## src/rtl/pixel_word_packer.sv

```systemverilog
// Packs a 24-bit pixel stream into 32-bit words, 4 pixels per 3 words, zero-padding at line end.
// Optional macro PACKER_BGR_ORDER_EN switches per-pixel byte order to b,g,r.
module pixel_word_packer #(
  parameter int COLOUR_WIDTH = 8,
  parameter int WORD_WIDTH   = 32
) (
  input  logic                    clk,
  input  logic                    reset,
  input  logic [COLOUR_WIDTH-1:0] r,
  input  logic [COLOUR_WIDTH-1:0] g,
  input  logic [COLOUR_WIDTH-1:0] b,
  input  logic                    first,
  input  logic                    last_x,
  input  logic                    last_y,
  input  logic                    valid,
  output logic                    ready,
  output logic [WORD_WIDTH-1:0]   out_data,
  output logic                    out_valid,
  input  logic                    out_ready,
  output logic                    out_sof,
  output logic                    out_eol,
  output logic                    out_eof
);

  typedef enum logic {RUN, FLUSH} state_t;

  state_t      state;
  logic [1:0]  held;
  logic [23:0] held_bytes;
  logic        sof_pending;
  logic        flush_eof;
  logic        frame_err;

  logic        out_free;
  logic        accept;
  logic [23:0] pixel;
  logic [1:0]  eff_held;
  logic [23:0] eff_bytes;
  logic [47:0] combined;
  logic [2:0]  total;

  assign out_free = !out_valid || out_ready;
  assign ready    = reset && (state == RUN) && out_free;
  assign accept   = valid && ready;

`ifdef PACKER_BGR_ORDER_EN
  assign pixel = {r, g, b};
`else
  assign pixel = {b, g, r};
`endif

  // A first-of-frame pixel discards any leftover bytes, so packing restarts at byte0.
  assign eff_held  = first ? 2'd0  : held;
  assign eff_bytes = first ? 24'd0 : held_bytes;
  assign combined  = ({24'd0, pixel} << {eff_held, 3'b000}) | {24'd0, eff_bytes};
  assign total     = {1'b0, eff_held} + 3'd3;

  always_ff @(posedge clk or negedge reset) begin
    if (!reset) begin
      state       <= RUN;
      held        <= 2'd0;
      held_bytes  <= 24'd0;
      sof_pending <= 1'b0;
      flush_eof   <= 1'b0;
      frame_err   <= 1'b0;
      out_data    <= '0;
      out_valid   <= 1'b0;
      out_sof     <= 1'b0;
      out_eol     <= 1'b0;
      out_eof     <= 1'b0;
    end else begin
      if (out_valid && out_ready)
        out_valid <= 1'b0;
      case (state)
        RUN: begin
          if (accept) begin
            frame_err <= frame_err | (first && (held != 2'd0));
            if (last_x || (total >= 3'd4)) begin
              out_data    <= combined[31:0];
              out_valid   <= 1'b1;
              out_sof     <= first | sof_pending;
              sof_pending <= 1'b0;
              held_bytes  <= {8'd0, combined[47:32]};
              if (last_x && (total > 3'd4)) begin
                out_eol   <= 1'b0;
                out_eof   <= 1'b0;
                held      <= eff_held - 2'd1;
                flush_eof <= last_y;
                state     <= FLUSH;
              end else if (last_x) begin
                out_eol <= 1'b1;
                out_eof <= last_y;
                held    <= 2'd0;
              end else begin
                out_eol <= 1'b0;
                out_eof <= 1'b0;
                held    <= eff_held - 2'd1;
              end
            end else begin
              held        <= 2'd3;
              held_bytes  <= pixel;
              sof_pending <= sof_pending | first;
            end
          end
        end
        FLUSH: begin
          // The 1..2 byte remainder of a line goes out as its own eol word.
          if (out_free) begin
            out_data   <= {8'd0, held_bytes};
            out_valid  <= 1'b1;
            out_sof    <= 1'b0;
            out_eol    <= 1'b1;
            out_eof    <= flush_eof;
            held       <= 2'd0;
            held_bytes <= 24'd0;
            state      <= RUN;
          end
        end
        default: state <= RUN;
      endcase
    end
  end

endmodule

```

## config.mk

```make
export PLATFORM = sky130hd
export DESIGN_NAME = pixel_word_packer
export DESIGN_NICKNAME = d
export VERILOG_FILES = /design/src/rtl/pixel_word_packer.sv
export SDC_FILE = /design/constraint.sdc
export NUM_CORES = 1
export LEC_CHECK = 0
export BUFFER_PORTS_ARGS = -buffer_cell sky130_fd_sc_hd__clkbuf_2
export CAP_MARGIN = 20
export CORE_UTILIZATION = 58
export CTS_CLUSTER_DIAMETER = 120
export CTS_CLUSTER_SIZE = 10
export DETAILED_ROUTE_END_ITERATION = 12
export GPL_ROUTABILITY_DRIVEN = 0
export GPL_TIMING_DRIVEN = 0
export PLACE_DENSITY = 0.95
export SLEW_MARGIN = 25
export SYNTH_ARGS = -nofsm -noshare
export SYNTH_HDL_FRONTEND = slang
export SYNTH_SLANG_ARGS = --single-unit
export TNS_END_PERCENT = 10
```

## constraint.sdc

```tcl
create_clock -name clk -period 5.5 [get_ports clk]
set_input_delay 0.55 -clock clk [delete_from_list [all_inputs] [get_ports clk]]
set_output_delay 0.55 -clock clk [all_outputs]
set_load 0.1 [all_outputs]
```

# [After elaboration in Yosys (flattened, before gate mapping)]
# Index checks and enable logic that the tools add are counted.
[totals] output_inout_bits=37 ff_bits=65 word_cells=76 inputBits=31
[classes] shift=1 n_bitwise=3 n_reduce_logical=12 n_eq_ne=3 n_lt_le_gt_ge=2 add_sub_neg=2 mux=43
[op_table] cell="two-way mux 24 bit" n=4
[op_table] cell="two-way mux 32 bit" n=3
[op_table] cell="one-hot mux 32 bit (2 select lines)" n=1
[op_table] cell="bitwise OR 48 x 24 -> 48 bit" n=1
[op_table] cell="one-hot mux 24 bit (2 select lines)" n=1
[op_table] cell="<< shifter 24 x 5 -> 48 bit" n=1
[op_table] cell="two-way mux 1 bit" n=22
[op_table] cell="two-way mux 2 bit" n=6
[op_table] cell="one-hot mux 1 bit (2 select lines)" n=5
[op_table] cell="logical AND 1 bit" n=5
[op_table] cell="inequality test 2 x 1 -> 1 bit (second input constant)" n=2
[op_table] cell="one-hot mux 2 bit (2 select lines)" n=1
[op_table] cell="AND reduction 2 bit" n=2
[op_table] cell="AND reduction 4 bit" n=1
[op_table] cell="adder 2 x 2 -> 3 bit (second input constant)" n=1
[op_table] cell="greater-or-equal comparator 3 bit (second input constant)" n=1
[op_table] cell="> comparator 3 bit (second input constant)" n=1
[op_table] cell="AND reduction 3 bit" n=1
[op_table] cell="logical OR 1 bit" n=2
[op_table] cell="inequality test 2 bit (second input constant)" n=1
[op_table] cell="subtractor 2 x 1 -> 2 bit (second input constant)" n=1
[op_table] cell="zero test 1 bit" n=1
[op_table] cell="inverter 1 bit" n=1
[op_table] cell="bitwise OR 1 bit" n=1

# [Longest topological paths before layout]
[depth] word_depth=8 depth_mapped=10 mapped_depth_nobuf=7

# [Worst setup path before layout]
# No wires, ideal clock.
[synth_timing] path_type="register to output" startpoint="register out_valid" endpoint="output port ready" path_buffers=0 arrival_time_ps=1874 stages_incl_launch_ff=4 path_slack_ps=3076 t_required_ps=4950 cell_sequence="dfrtp_1 nor2b_4 nor2_1 and2_1"
[synth_via] elab_chain_len=3
[synth_rtl] item="start: declaration" line_no="18" text="output logic out_valid,"
[synth_rtl] item="start signal: assignment" line_no="67" text="out_valid <= 1'b0;"
[synth_rtl] item="start signal: assignment" line_no="73" text="out_valid <= 1'b0;"
[synth_rtl] item="start signal: assignment" line_no="80" text="out_valid <= 1'b1;"
[synth_rtl] item="zero test 1 bit" line_no="42" text="assign out_free = !out_valid || out_ready;"
[synth_rtl] item="logical OR 1 bit" line_no="42"
[synth_rtl] item="logical AND 1 bit" line_no="43" text="assign ready = reset && (state == RUN) && out_free;"
[synth_rtl] item="end: declaration" line_no="16" text="output logic ready,"
# Every way passes these cells.

# [Final worst setup path]
[layout_timing] startpoint="register state" endpoint="output port ready"
[layout_via] elab_chain_len=3
[layout_rtl] item="start: declaration" line_no="27" text="state_t state;"
[layout_rtl] item="start signal: assignment" line_no="60" text="state <= RUN;"
[layout_rtl] item="start signal: assignment" line_no="89" text="state <= FLUSH;"
[layout_rtl] item="start signal: assignment" line_no="116" text="state <= RUN;"
[layout_rtl] item="inverter 1 bit (no line)"
[layout_rtl] item="logical AND 1 bit (2 in a row)" line_no="43"
# Every way passes these cells.

==> results.json <==
{
  "placed_area_sq_mm": 0.00405,
  "final.fill_count": 461,
  "synth_area_leaders": "dfrtp_1 (45%), mux2_2 (8.8%), nand2_1 (4.1%), a22o_1 (3.9%), o21ai_0 (3.6%)",
  "track_usage_pct": 33.3,
  "ctsLongestPathBuffers": 2,
  "clk_pin_slew_ps": 70,
  "cp-end-kind": "primary output",
  "dp_slack_ps": 2770,
  "p_clk_share_pct": 15.1,
  "ir_worst_vdd_v": 0.000542,
  "drt_pass1_iterations": 6,
  "cp_max_fo": 10,
  "critPathMaxStageDelay_ps": 440,
  "r2r_setup_slack_ps": 3040,
  "antenna_found_initial": 0,
  "drive_above_1_share_pct": 31.4,
  "synth_top_cell_area_share_pct": 45.2,
  "initial_core_util_pct": 60.4,
  "yosysSeqAreaShare_pct": 45.2,
  "fmax_ghz": 0.393,
  "worstMarginPinSlew_ps": 614,
  "synthCells": 362,
  "grt_pass1_vias": 3096,
  "rows": 28,
  "drc_errors": 0,
  "power.density_mw_per_mm2": 640,
  "slew_headroom_pct": 58.8,
  "ant_nets": 0,
  "power_leakage_nw": 1.98,
  "cts_setup_buffers": 0,
  "yosysWarnings": 0,
  "cp_slowest_cell": "clkbuf_2",
  "period_share_pct": 46.3,
  "maxCapViolations": 0,
  "p_sw_share_pct": 55.6,
  "cp.arrival_ps": 2000,
  "nNetsFinal": 473,
  "synth_ff_type": "dfrtp_1",
  "seq_power_share_pct": 26.9,
  "num_vias": 3300,
  "crit_path_frequent_cell": "buf_2",
  "synth-seq-cells": 65,
  "die-width_um": 80.8,
  "numClockSinks": 65,
  "wl_per_cell_um": 19.1,
  "synthDistinctLibCells": 45,
  "worstSetupStartpointType": "flop",
  "core_sq_mm": 0.00596,
  "grt_overflow_total": 0,
  "viasPerCell": 6.33,
  "power_mw": 2.72,
  "grt_setup_unrepaired": "no",
  "r2r_end": "out_data[18]",
  "numPortBuffers": 67,
  "diodes": 0,
  "cts_tree": "done",
  "ys_async_sr_fraction_pct": 100,
  "crit_buf_inv": 4,
  "final_util_pct": 71.3,
  "pin_count": 68,
  "ctsHoldBuffers": 0,
  "routed_wl_mm": 9.95,
  "cp_cell_sequence": "buf_6 > buf_2 > buf_2 > nor2_1 > and2_1 > clkbuf_2",
  "setup_ws_ps": 2950,
  "cts_buffers": 9,
  "setup_violations": 0,
  "detailed_place_hpwl_mm": 6.98,
  "finalSetupTns_ps": 0,
  "ff2ff_path_depth": 10,
  "synth.most_common_cell": "dfrtp_1",
  "skew_ps": 8.93,
  "die_h_um": 80.8,
  "combPwrFrac_pct": 58.0,
  "synth_nets": 394,
  "root_buffer": "clkbuf_8",
  "drt-initial-drc-count": 415,
  "min_path_type": "in -> async",
  "clock_latency_ps": 360,
  "synth_top_area_cell": "dfrtp_1",
  "path_class": "reg -> out",
  "drv_slew": 0,
  "grt_first_pass_wirelength_mm": 15.9,
  "ys_top_cells_by_count": "dfrtp_1 (65), nand2_1 (39), mux2_2 (28)",
  "ctsResizeCount": 0,
  "finalHoldViolCount": 0,
  "p_int_mw": 1.21,
  "status": "finished, final reports clean",
  "fin_crit_ps": 2550,
  "worstReg2RegStart": "held[0]",
  "fin_area_sq_mm": 0.00425,
  "synth_edf_count": 0,
  "required_ps": 4950,
  "crit_path_start": "state",
  "area_growth_pct": 18.0,
  "syn-mean-instance-area_sq_um": 9.94,
  "cp_top_family": "buffers and inverters",
  "grt_max_degree": 45,
  "dieArea_sq_mm": 0.00652,
  "p_switching_mw": 1.51,
  "ctsHtreeMaxLevel": 3,
  "synth_area_sq_mm": 0.00360
}
[cells by family after synthesis]
family | after synthesis | synth area share (%)
flops | 65 | 45.2
buf+inv | 38 | 5.74
simple gates | 91 | 12.7
fa+ha+maj | 1 | 0.348
mux | 38 | 11.6
compound gates | 129 | 24.4
[layer usage]
metal  routed length (um)  track usage [%]  part of all wire [%]
met1                 3910             43.4                    39
met2                 4660             51.5                    47
met3                 1070             9.44                    11
met4                  314             15.7                   3.2
met5                    0                0                     0
[flip-flops by register name, summed over array words and instances (netlist names)]
| register | count |
|---|---|
| held_bytes | 24 |
| held | 2 |
| sof_pending | 1 |
| out_valid | 1 |
| out_eol | 1 |
| out_data | 32 |
| out_eof | 1 |
| flush_eof | 1 |
| state | 1 |
| out_sof | 1 |
[how the worst max path moves through the flow]
stage	end	slack, ps	cells after the start
after floorplan	ready	3080	3
after global placement	out_eol	2220	6
after detailed placement	out_data[18]	2770	11
after CTS	ready	2950	6
after global routing	ready	2860	6
final	ready	2950	6
[power by group through the flow]
stage	logic, mW	clock network (mW)	registers, mW
floorplan	0.439	0	1.57
global placement	1.54	0	0.726
detailed placement	1.56	0	0.739
CTS	1.57	0.413	0.730
global route	1.64	0.433	0.750
finish	1.58	0.409	0.730
[metrics by stage]
| stage | hold WS, ps | std cells |
|---|---|---|
| after floorplan | 254 | 362 |
| after global placement | 461 | 504 |
| after detailed placement | 471 | 505 |
| after CTS | 120 | 521 |
| after global routing | 129 | 521 |
| final | 115 | 521 |
[final cells by class]
type                       count  area (sq um)  share of cell area (%)
buffer                        25           158                    3.71
clock buffer                  11           141                    3.33
clock inverter                 5          55.1                    1.30
inverter                      13          48.8                    1.15
multi-input combinational    259          1760                    41.6
sequential                    65          1630                    38.3
tap                           75          93.8                    2.21
timing repair buffer          68           358                    8.43
[cell usage in the layout (no fill, tap or decap), types with 9 or more instances in the layout]
cell / instances
a21oi_1: 25
a22o_1: 16
a22oi_1: 16
clkbuf_1: 9
clkbuf_2: 67
clkbuf_8: 10
dfrtp_1: 65
inv_1: 13
mux2_2: 28
mux2i_1: 9
nand2_1: 39
nor2_1: 24
o21ai_0: 26
Power figures use the tool's default switching activity.
